$ cat config.mk
export PLATFORM = sky130hd
export DESIGN_NAME = pixel_stream_receiver_flat
export DESIGN_NICKNAME = d
export VERILOG_FILES = /design/src/rtl/pixel_stream_if.sv /design/src/rtl/pixel_stream_receiver.sv /design/src/flat_wrapper.sv
export SDC_FILE = /design/constraint.sdc
export NUM_CORES = 1
export LEC_CHECK = 0
export CAP_MARGIN = 20
export CELL_PAD_IN_SITES_DETAIL_PLACEMENT = 0
export CELL_PAD_IN_SITES_GLOBAL_PLACEMENT = 2
export CORE_MARGIN = 3
export CORE_UTILIZATION = 46
export DETAILED_ROUTE_END_ITERATION = 10
export PLACE_DENSITY_LB_ADDON = 0.1
export SYNTH_ARGS = -nofsm -noshare
export SYNTH_HDL_FRONTEND = slang
export SYNTH_SLANG_ARGS = --single-unit
$ cat constraint.sdc
create_clock -name clk -period 4.8 [get_ports clk]
set_clock_uncertainty 0.1 [all_clocks]
set_input_delay 0.48 -clock clk [delete_from_list [all_inputs] [get_ports clk]]
set_output_delay 0.48 -clock clk [all_outputs]
set_load 0.02 [all_outputs]
$ cat src/rtl/pixel_stream_if.sv
// pixel_stream_if
//   Bundles the receiver's stream input, readback request and display
//   outputs. The rasterizer/testbench side uses the master modport and
//   pixel_stream_receiver uses the slave modport.
//
//   frame_sync   master->slave  one-cycle frame start marker
//   pixel_data   master->slave  serialized pixel (bit 0 only)
//   rd_y         master->slave  readback row index
//   rd_row       slave->master  registered front-buffer row rd_y
//   row_sel      slave->master  one-hot active scan row
//   col_data     slave->master  column pixels of the active scan row
//   frame_done   slave->master  pulse: frame committed
//   frame_abort  slave->master  pulse: capture cut short by new frame_sync
//   frame_count  slave->master  committed frames, mod 256
interface pixel_stream_if;
    logic       frame_sync;
    logic [3:0] pixel_data;
    logic [2:0] rd_y;
    logic [7:0] rd_row;
    logic [7:0] row_sel;
    logic [7:0] col_data;
    logic       frame_done;
    logic       frame_abort;
    logic [7:0] frame_count;

    modport master (
        output frame_sync, pixel_data, rd_y,
        input  rd_row, row_sel, col_data, frame_done, frame_abort, frame_count
    );

    modport slave (
        input  frame_sync, pixel_data, rd_y,
        output rd_row, row_sel, col_data, frame_done, frame_abort, frame_count
    );
endinterface

$ cat src/rtl/pixel_stream_receiver.sv
// pixel_stream_receiver
//   Captures a 64-pixel serialized frame after frame_sync into a back buffer,
//   swaps it to the front atomically on completion, and serves the front
//   buffer to an 8x8 row scanner and a registered readback port.
//
//   Parameters:
//     FIRST_OFFSET  cycles from the frame_sync cycle to sample 0 (1..4)
//     REFRESH_DIV   cycles each scan row is held (2..256)
//   Ports:
//     clk    rising-edge clock
//     rst_n  asynchronous active-low reset
//     bus    pixel_stream_if.slave (stream in, readback, scan outputs)
module pixel_stream_receiver #(
    parameter int FIRST_OFFSET = 1,
    parameter int REFRESH_DIV  = 16
) (
    input  logic           clk,
    input  logic           rst_n,
    pixel_stream_if.slave  bus
);

    localparam int DIV_W = (REFRESH_DIV > 1) ? $clog2(REFRESH_DIV) : 1;
    localparam logic [DIV_W-1:0] DIV_LAST = DIV_W'(REFRESH_DIV - 1);
    // Last SKIP count value; only meaningful when FIRST_OFFSET > 1.
    localparam logic [1:0] SKIP_LAST = 2'(FIRST_OFFSET - 2);

    typedef enum logic [1:0] {IDLE, SKIP, CAPTURE, COMMIT} state_t;

    // A frame start (from IDLE, COMMIT or an abort) always lands here.
    localparam state_t START_ST = (FIRST_OFFSET > 1) ? SKIP : CAPTURE;

    state_t      state, state_nxt;
    logic [1:0]  skip_cnt;
    logic [5:0]  smp_cnt;
    logic [63:0] buf0, buf1;
    logic        sel;
    logic [63:0] front;
    logic        start, wr_en, commit, abort;
    logic [DIV_W-1:0] div_cnt;
    logic [2:0]  row;
    logic [2:0]  row_nxt;
    logic        unused_pix;

    assign unused_pix = ^bus.pixel_data[3:1];

    // sel picks which physical buffer is the front; the other is the back.
    assign front   = sel ? buf1 : buf0;
    assign row_nxt = row + 3'd1;

    always_ff @(posedge clk or negedge rst_n) begin
        if (!rst_n) state <= IDLE;
        else        state <= state_nxt;
    end

    always_comb begin
        state_nxt = state;
        start     = 1'b0;
        wr_en     = 1'b0;
        commit    = 1'b0;
        abort     = 1'b0;
        case (state)
            IDLE: begin
                if (bus.frame_sync) begin
                    start     = 1'b1;
                    state_nxt = START_ST;
                end
            end
            SKIP: begin
                if (bus.frame_sync) begin
                    abort     = 1'b1;
                    start     = 1'b1;
                    state_nxt = START_ST;
                end else if (skip_cnt == SKIP_LAST) begin
                    state_nxt = CAPTURE;
                end
            end
            CAPTURE: begin
                // A sync on any capture cycle, including the last sample,
                // restarts; the cut-short frame is never committed.
                if (bus.frame_sync) begin
                    abort     = 1'b1;
                    start     = 1'b1;
                    state_nxt = START_ST;
                end else begin
                    wr_en = 1'b1;
                    if (smp_cnt == 6'd63) state_nxt = COMMIT;
                end
            end
            COMMIT: begin
                commit = 1'b1;
                if (bus.frame_sync) begin
                    start     = 1'b1;
                    state_nxt = START_ST;
                end else begin
                    state_nxt = IDLE;
                end
            end
            default: state_nxt = IDLE;
        endcase
    end

    always_ff @(posedge clk or negedge rst_n) begin
        if (!rst_n) begin
            skip_cnt <= '0;
            smp_cnt  <= '0;
        end else if (start) begin
            skip_cnt <= '0;
            smp_cnt  <= '0;
        end else begin
            if (state == SKIP) skip_cnt <= skip_cnt + 2'd1;
            if (wr_en)         smp_cnt  <= smp_cnt + 6'd1;
        end
    end

    // Sample k lands at bit k: row k[5:3], column k[2:0].
    always_ff @(posedge clk or negedge rst_n) begin
        if (!rst_n) begin
            buf0 <= '0;
            buf1 <= '0;
        end else if (wr_en) begin
            if (sel) buf0[smp_cnt] <= bus.pixel_data[0];
            else     buf1[smp_cnt] <= bus.pixel_data[0];
        end
    end

    always_ff @(posedge clk or negedge rst_n) begin
        if (!rst_n) begin
            sel             <= 1'b0;
            bus.frame_done  <= 1'b0;
            bus.frame_abort <= 1'b0;
            bus.frame_count <= '0;
        end else begin
            bus.frame_done  <= commit;
            bus.frame_abort <= abort;
            if (commit) begin
                sel             <= ~sel;
                bus.frame_count <= bus.frame_count + 8'd1;
            end
        end
    end

    always_ff @(posedge clk or negedge rst_n) begin
        if (!rst_n) bus.rd_row <= '0;
        else        bus.rd_row <= front[{bus.rd_y, 3'b000} +: 8];
    end

    // Scanner: col_data is only reloaded at a row boundary, so a commit in
    // mid-row shows up at the next boundary and a row is never torn.
    always_ff @(posedge clk or negedge rst_n) begin
        if (!rst_n) begin
            div_cnt      <= '0;
            row          <= '0;
            bus.row_sel  <= 8'h01;
            bus.col_data <= '0;
        end else if (div_cnt == DIV_LAST) begin
            div_cnt      <= '0;
            row          <= row_nxt;
            bus.row_sel  <= 8'h01 << row_nxt;
            bus.col_data <= front[{row_nxt, 3'b000} +: 8];
        end else begin
            div_cnt <= div_cnt + 1'b1;
        end
    end

endmodule

$ cat src/flat_wrapper.sv
// flat-port wrapper written by rule: the top's interface ports become plain ports
module pixel_stream_receiver_flat 
#(
    parameter int FIRST_OFFSET = 1,
    parameter int REFRESH_DIV  = 16
)
  (clk, rst_n, bus_frame_sync, bus_pixel_data, bus_rd_y, bus_rd_row, bus_row_sel, bus_col_data, bus_frame_done, bus_frame_abort, bus_frame_count);
  pixel_stream_if bus_i ();
  input  logic clk;
  input  logic rst_n;
  input wire logic [$bits(bus_i.frame_sync)-1:0] bus_frame_sync;
  input wire logic [$bits(bus_i.pixel_data)-1:0] bus_pixel_data;
  input wire logic [$bits(bus_i.rd_y)-1:0] bus_rd_y;
  output wire logic [$bits(bus_i.rd_row)-1:0] bus_rd_row;
  output wire logic [$bits(bus_i.row_sel)-1:0] bus_row_sel;
  output wire logic [$bits(bus_i.col_data)-1:0] bus_col_data;
  output wire logic [$bits(bus_i.frame_done)-1:0] bus_frame_done;
  output wire logic [$bits(bus_i.frame_abort)-1:0] bus_frame_abort;
  output wire logic [$bits(bus_i.frame_count)-1:0] bus_frame_count;
  assign bus_i.frame_sync = bus_frame_sync;
  assign bus_i.pixel_data = bus_pixel_data;
  assign bus_i.rd_y = bus_rd_y;
  assign bus_rd_row = bus_i.rd_row;
  assign bus_row_sel = bus_i.row_sel;
  assign bus_col_data = bus_i.col_data;
  assign bus_frame_done = bus_i.frame_done;
  assign bus_frame_abort = bus_i.frame_abort;
  assign bus_frame_count = bus_i.frame_count;
  pixel_stream_receiver #(.FIRST_OFFSET(FIRST_OFFSET), .REFRESH_DIV(REFRESH_DIV)) u_core (.clk(clk), .rst_n(rst_n), .bus(bus_i));
endmodule
==> metrics <==
status=finished clean; Tcrit/Tclk final=just over 60%; n_diodes=0; Least-Margin Pin Slew=between 1000 and 1500 ps; Worst setup SP type=flop; Initial DRC Count=353; Post-Route WL=about 25000 um; first-pass GRT wire length=~39000 um; Hold Path Sink=u_core.bus.frame_count[7]$_DFFE_PN0N_; most frequent cells in the layout=dfrtp_1, mux2_2, nand2_1, mux4_2, nor2_1; via count=just over 6000; area share of fa/ha/maj cells after synthesis=1.696%; Slew headroom=a little under a quarter; CP Class=flop to flop; slowest cell delay on critical path=a little under 1000 ps; peak fanout along the critical path=45; complex-gate fraction of the synthesized area=2.544%; Clk pin slew, worst setup/hold paths=70 ps; Setup Viol. Count Final=0; met1 usage=between 30% and 40%; routability congestion estimate=between 0.7 and 0.8; Synth Flop Type=dfrtp_1; Syn Std Cell Area=~9600 um^2; Async S/R FF share, synth=100.0%; GR Overflow Total=0; flop and latch count out of synthesis=180; Lkg Pwr=between 4 and 5 nW; largest net degree at the start of global routing=around 140; XOR/XNOR Fraction of Synth Area=~1.7%; CP bufs+invs=0; CTS tree=built; Initial Util=between 40% and 50%; met2 Use GR=between 30% and 40%; family with the most delay on the worst path=simple AND/OR/NAND/NOR gates; ANT nets after route=0; Worst Hold Launch=u_core.bus.frame_count[7]$_DFFE_PN0N_; multiplexer share of the synthesized area=33.64%; row cnt=52; DRC=0; RR Startpoint=u_core.sel$_DFFE_PN0N_; die height=between 150 and 200 um; DP HPWL=about 15000 um; FMAX=between 0.3 and 0.4 GHz; dominant cell type by area after synthesis=dfrtp_1; clk_lat worst skew=430 ps; CP required=approximately 5000 ps; Post-Synth Simple-Gate Area=between 10% and 20%; Syn Inst Count=740; worst hold slack=~370 ps; total iterations of the first detailed-routing run=5; largest family of logic cells by synthesized area=multiplexers; Synth area leaders=dfrtp_1, mux4_2, mux2_2, nand2_1, nor2_1; hold buffer count at cts=1; YS warnings=0; PortBufs=40; Die ar.=between 20000 and 25000 um^2; HP Class=flop to flop; hold path cells=1; Core Box Area=between 20000 and 25000 um^2; Mapped Nets=about 760; # fillers=around 1700; I/O Pins=44; clock root cell=clkbuf_16; critical-path cell list=nand4b_1 -> nor3_2 -> nand2_1 -> mux2_2; DR vias/cell=between 5 and 6; Tmin final=2940 ps; Layout area overhead=12.04%; DR WL/cell=23.73 um; Setup Buffers After CTS=0; Slowest-stage cell, CP=dfrtp_4; r2r worst-path depth=4; worst reg-to-reg setup slack=1860 ps; vias in the first global route=about 6300; Worst R2R End=u_core.buf0[33]$_DFFE_PN0P_; Slew Limit Fails=0; Yosys top cell area share=46.70%; share of cells above drive strength 1=approximately a third; GR Util met3=3.853%; nets=~780; final hold violation count=0; RSZ-0062 raised after global routing=no; EDFF count, synth=0; CTS Buffer Depth=2; Cell Pwr Density=roughly 290 nW/um^2; commonest non-fill, non-tap cell in the layout=dfrtp_1; Die Wd=between 150 and 200 um; setup TNS=0 ps; Sink Count=180; GRT Util Overall=between 20% and 30%; antenna violations before repair=0; Peak VDD IR=roughly 240 uV; Resized cells post-CTS=0; crit path DAT=about 3200 ps; sequential cell area fraction in the yosys report=a little under half; H-tree levels=4; max cap viols=0; GR peak layer=met2; endpoint class of the critical path=flop; CTS buffer count=17; syn avg cell area=~13 um^2; Distinct cells, synth=47
## power breakdown
part / internal, mW / switching, mW / leakage [nW] / total [mW]
Combinational: 0.0544 / 0.103 / 1.95 / 0.158
Sequential: 1.55 / 0.0387 / 2.46 / 1.59
Clock: 0.747 / 0.609 / 0.263 / 1.36
Total: 2.35 / 0.751 / 4.68 / 3.10
## synth_stat cells, types with 6 or more instances
cell type,number
mux4_2,69
ha_1,13
nor3_1,10
clkbuf_1,34
dfrtp_1,179
mux2i_1,13
nor2_1,66
xnor2_1,9
buf_2,17
a22o_1,8
or2_2,6
nand2_1,93
a221o_1,8
xor2_1,10
mux2_2,127
a21oi_1,6
mux2_1,10
## logic make-up (layout without fill, tap and decap cells)
family | Yosys count | count (layout)
AOI/OAI and AO/OA | 31 | 31
xor gates and xnor gates | 19 | 19
adders and majority gates | 13 | 13
buffers and inverters | 61 | 88
DFF | 180 | 180
muxes | 219 | 219
and+or+nand+nor | 217 | 217
## flip-flops by register name, summed over array words and instances (netlist names)
name / flops
u_core.buf1: 64
u_core.bus.row_sel: 8
u_core.row: 3
u_core.buf0: 64
u_core.bus.frame_count: 8
u_core.state: 2
u_core.skip_cnt: 2
u_core.bus.col_data: 8
u_core.sel: 1
u_core.bus.rd_row: 8
u_core.div_cnt: 4
u_core.smp_cnt: 6
u_core.bus.frame_done: 1
u_core.bus.frame_abort: 1
## through the flow
step / setup slack (ps) / instance area (um^2) / total power [mW] / util [%] / instances
floorplan: 1724 / 9592 / 1.692 / - / 740
CTS: 1776 / 10750 / 3.131 / 52.77 / 1037
detailed placement: 1566 / 10170 / 1.773 / 49.95 / 1004
finish: 1860 / 10750 / 3.099 / 52.77 / 1037
global placement: 1608 / 10170 / 1.767 / 49.95 / 1004
global route: 1583 / 10750 / 3.214 / 52.77 / 1037
## metal layers
layer	wire, um	vias up	part of all wire [%]
li1	-	2708	-
met1	11410	3298	46
met2	11690	129	47
met3	1049	26	4.3
met4	468	0	1.9
met5	0	-	0
## layout make-up
| cell class | instances | area (um^2) | area share, % |
|---|---|---|---|
| clock buffers | 22 | 464.2 | 4.319 |
| clock inverters | 10 | 100.1 | 0.9314 |
| inverters | 5 | 18.77 | 0.1746 |
| multi-input cells | 499 | 4827 | 44.92 |
| flip-flops and latches | 180 | 4509 | 41.96 |
| well taps | 270 | 337.8 | 3.144 |
| repair buffers | 51 | 489.2 | 4.552 |
## worst max path at each step
stage,startpoint,endpoint,slack [ps],cells after the start
after floorplan,u_core.row[0]$_DFFE_PN0N_,u_core.bus.col_data[4]$_DFFE_PN0N_,1720,9
after global placement,bus_frame_sync,u_core.buf0[14]$_DFFE_PN0P_,1610,5
after detailed placement,bus_frame_sync,u_core.buf0[33]$_DFFE_PN0P_,1570,5
after CTS,u_core.sel$_DFFE_PN0N_,u_core.buf0[33]$_DFFE_PN0P_,1780,4
after global routing,u_core.sel$_DFFE_PN0N_,u_core.buf0[20]$_DFFE_PN0P_,1580,4
final,u_core.sel$_DFFE_PN0N_,u_core.buf0[33]$_DFFE_PN0P_,1860,4
Note: power is estimated with default switching activity, not from simulation.
==> RTL change (same settings) <==
Re-encode `state_t` (4 states) as one-hot, 4 bits wide.
--- a/src/rtl/pixel_stream_receiver.sv
+++ b/src/rtl/pixel_stream_receiver.sv
@@ -24,7 +24,7 @@
     // Last SKIP count value; only meaningful when FIRST_OFFSET > 1.
     localparam logic [1:0] SKIP_LAST = 2'(FIRST_OFFSET - 2);
 
-    typedef enum logic [1:0] {IDLE, SKIP, CAPTURE, COMMIT} state_t;
+    typedef enum logic [3:0] {IDLE = 4'b0001, SKIP = 4'b0010, CAPTURE = 4'b0100, COMMIT = 4'b1000} state_t;
 
     // A frame start (from IDLE, COMMIT or an abort) always lands here.
     localparam state_t START_ST = (FIRST_OFFSET > 1) ? SKIP : CAPTURE;
Formal check against the unedited RTL: same outputs for any inputs over 10 cycles, from zero or initial values and one cycle with rst_n low; not proved beyond that.
==> RTL change against the original RTL <==
Critical path depth unchanged. First-iteration DRC count up 16%. Setup slack worse by 0.13 ns. Critical path type unchanged. Total power up 4.6%. Design area down 0.17%. Sequential cell count down 1. Via count up 1.0%. Wire length up 0.14%. Area after synthesis down 1.4%. Combinational power up 30%.
==> RTL change: results (changes against the original RTL) <==
----------------------------------------------------
[Logic synthesis]
  Mux cell area share after synthesis ... 0.325 (-0.0110)
  Nets in the synthesized netlist ... 765 (+0.26%)
  Most common library cells after synthesis ... 177 x sky130_fd_sc_hd__dfrtp_1, 110 x sky130_fd_sc_hd__nand2_1, 106 x sky130_fd_sc_hd__mux2_2, 75 x sky130_fd_sc_hd__nor2_1, 69 x sky130_fd_sc_hd__mux4_2
  Most area-consuming cells after synthesis ... sky130_fd_sc_hd__dfrtp_1 47%, sky130_fd_sc_hd__mux4_2 16%, sky130_fd_sc_hd__mux2_2 13%, sky130_fd_sc_hd__nand2_1 4.4%, sky130_fd_sc_hd__nor2_1 3.0%
  Avg Cell Area, Syn ... 12.7 µm² (-2.3%)
  Adder-Cell Fraction of Synth Area ... 0.0106 (-0.00638)
  Post-synthesis compound-gate area fraction ... 0.0288 (+0.00340)

[Worst setup path]
  Setup slack, reg-to-reg ... 1.73 ns (-0.13 ns)
  Slowest stage cell on the critical path ... sky130_fd_sc_hd__nor3_2
  Worst setup startpoint ... u_core.smp_cnt[5]$_DFFE_PN0P_
  Critical path destination ... u_core.buf1[0]$_DFFE_PN0P_
  Crit Path Max Fanout ... 10 (-78%)

[Status]
  Run status ... complete, no violations

[Detailed routing]
  Starting DRC count in detailed routing ... 408 (+16%)
  Wire length reported by the detailed router ... 24.6 mm (+0.14%)
  WL met1 ... 10.8 mm (-5.0%)
  Amount of wire on met3 after detailed routing ... 1.13 mm (+7.5%)

[Global route]
  Global-route track usage on met3 ... 0.0438 (+0.00522)
  Total GRT Usage ... 0.231 (-0.00199)
  Maximum number of pins on one net before global-route repair ... 94 (-31%)
  Met1 Use GR ... 0.318 (-0.0281)
  Number of global-route vias before repair ... 6439 (+1.7%)

[Cells and area]
  Share of layout cells above drive strength 1 ... 0.313 (-0.0249)
  Number of nets in the final layout ... 785 (+1.0%)

[STA]
  Hold Worst Slack ... 0.0571 ns (-0.311 ns)
  Worst setup margin ... 1.73 ns (-0.130 ns)

[Placed design]
  Placed wire-length estimate ... 15.4 mm (+0.32%)

[Pwr]
  Combinational power share ... 0.063 (+0.012)
  Int Power ... 2.47 mW (+5.0%)
  Worst supply voltage drop on vdd ... 0.000227 V (-5.7%)
  Pwr Total ... 3.24 mW (+4.6%)

[Hold path]
  Worst min-delay path category ... in2async

----------------------------------------------------
## RTL change: cell types whose count changed after synthesis, moves of 4 or more
cell,change
sky130_fd_sc_hd__nand3_1,+9
sky130_fd_sc_hd__mux2_2,-21
sky130_fd_sc_hd__clkbuf_1,+4
sky130_fd_sc_hd__mux2_1,+14
sky130_fd_sc_hd__nand2_1,+17
sky130_fd_sc_hd__buf_2,-6
sky130_fd_sc_hd__a21oi_1,+7
sky130_fd_sc_hd__nor3_1,-6
sky130_fd_sc_hd__or2_2,-6
sky130_fd_sc_hd__nor3_4,+4
sky130_fd_sc_hd__ha_1,-5
sky130_fd_sc_hd__nor2_1,+9
sky130_fd_sc_hd__mux2i_1,-7
## RTL change: final cells by class
cell class	count	area, µm²	area share
Multi-Input combinational cell	509	4750	0.442
Sequential cell	179	4490	0.418
Timing Repair Buffer	56	529	0.0493
Clock buffer	21	470	0.0439
Tap cell	265	332	0.0309
Clock inverter	11	150	0.0140
Inverter	4	15.0	0.00140
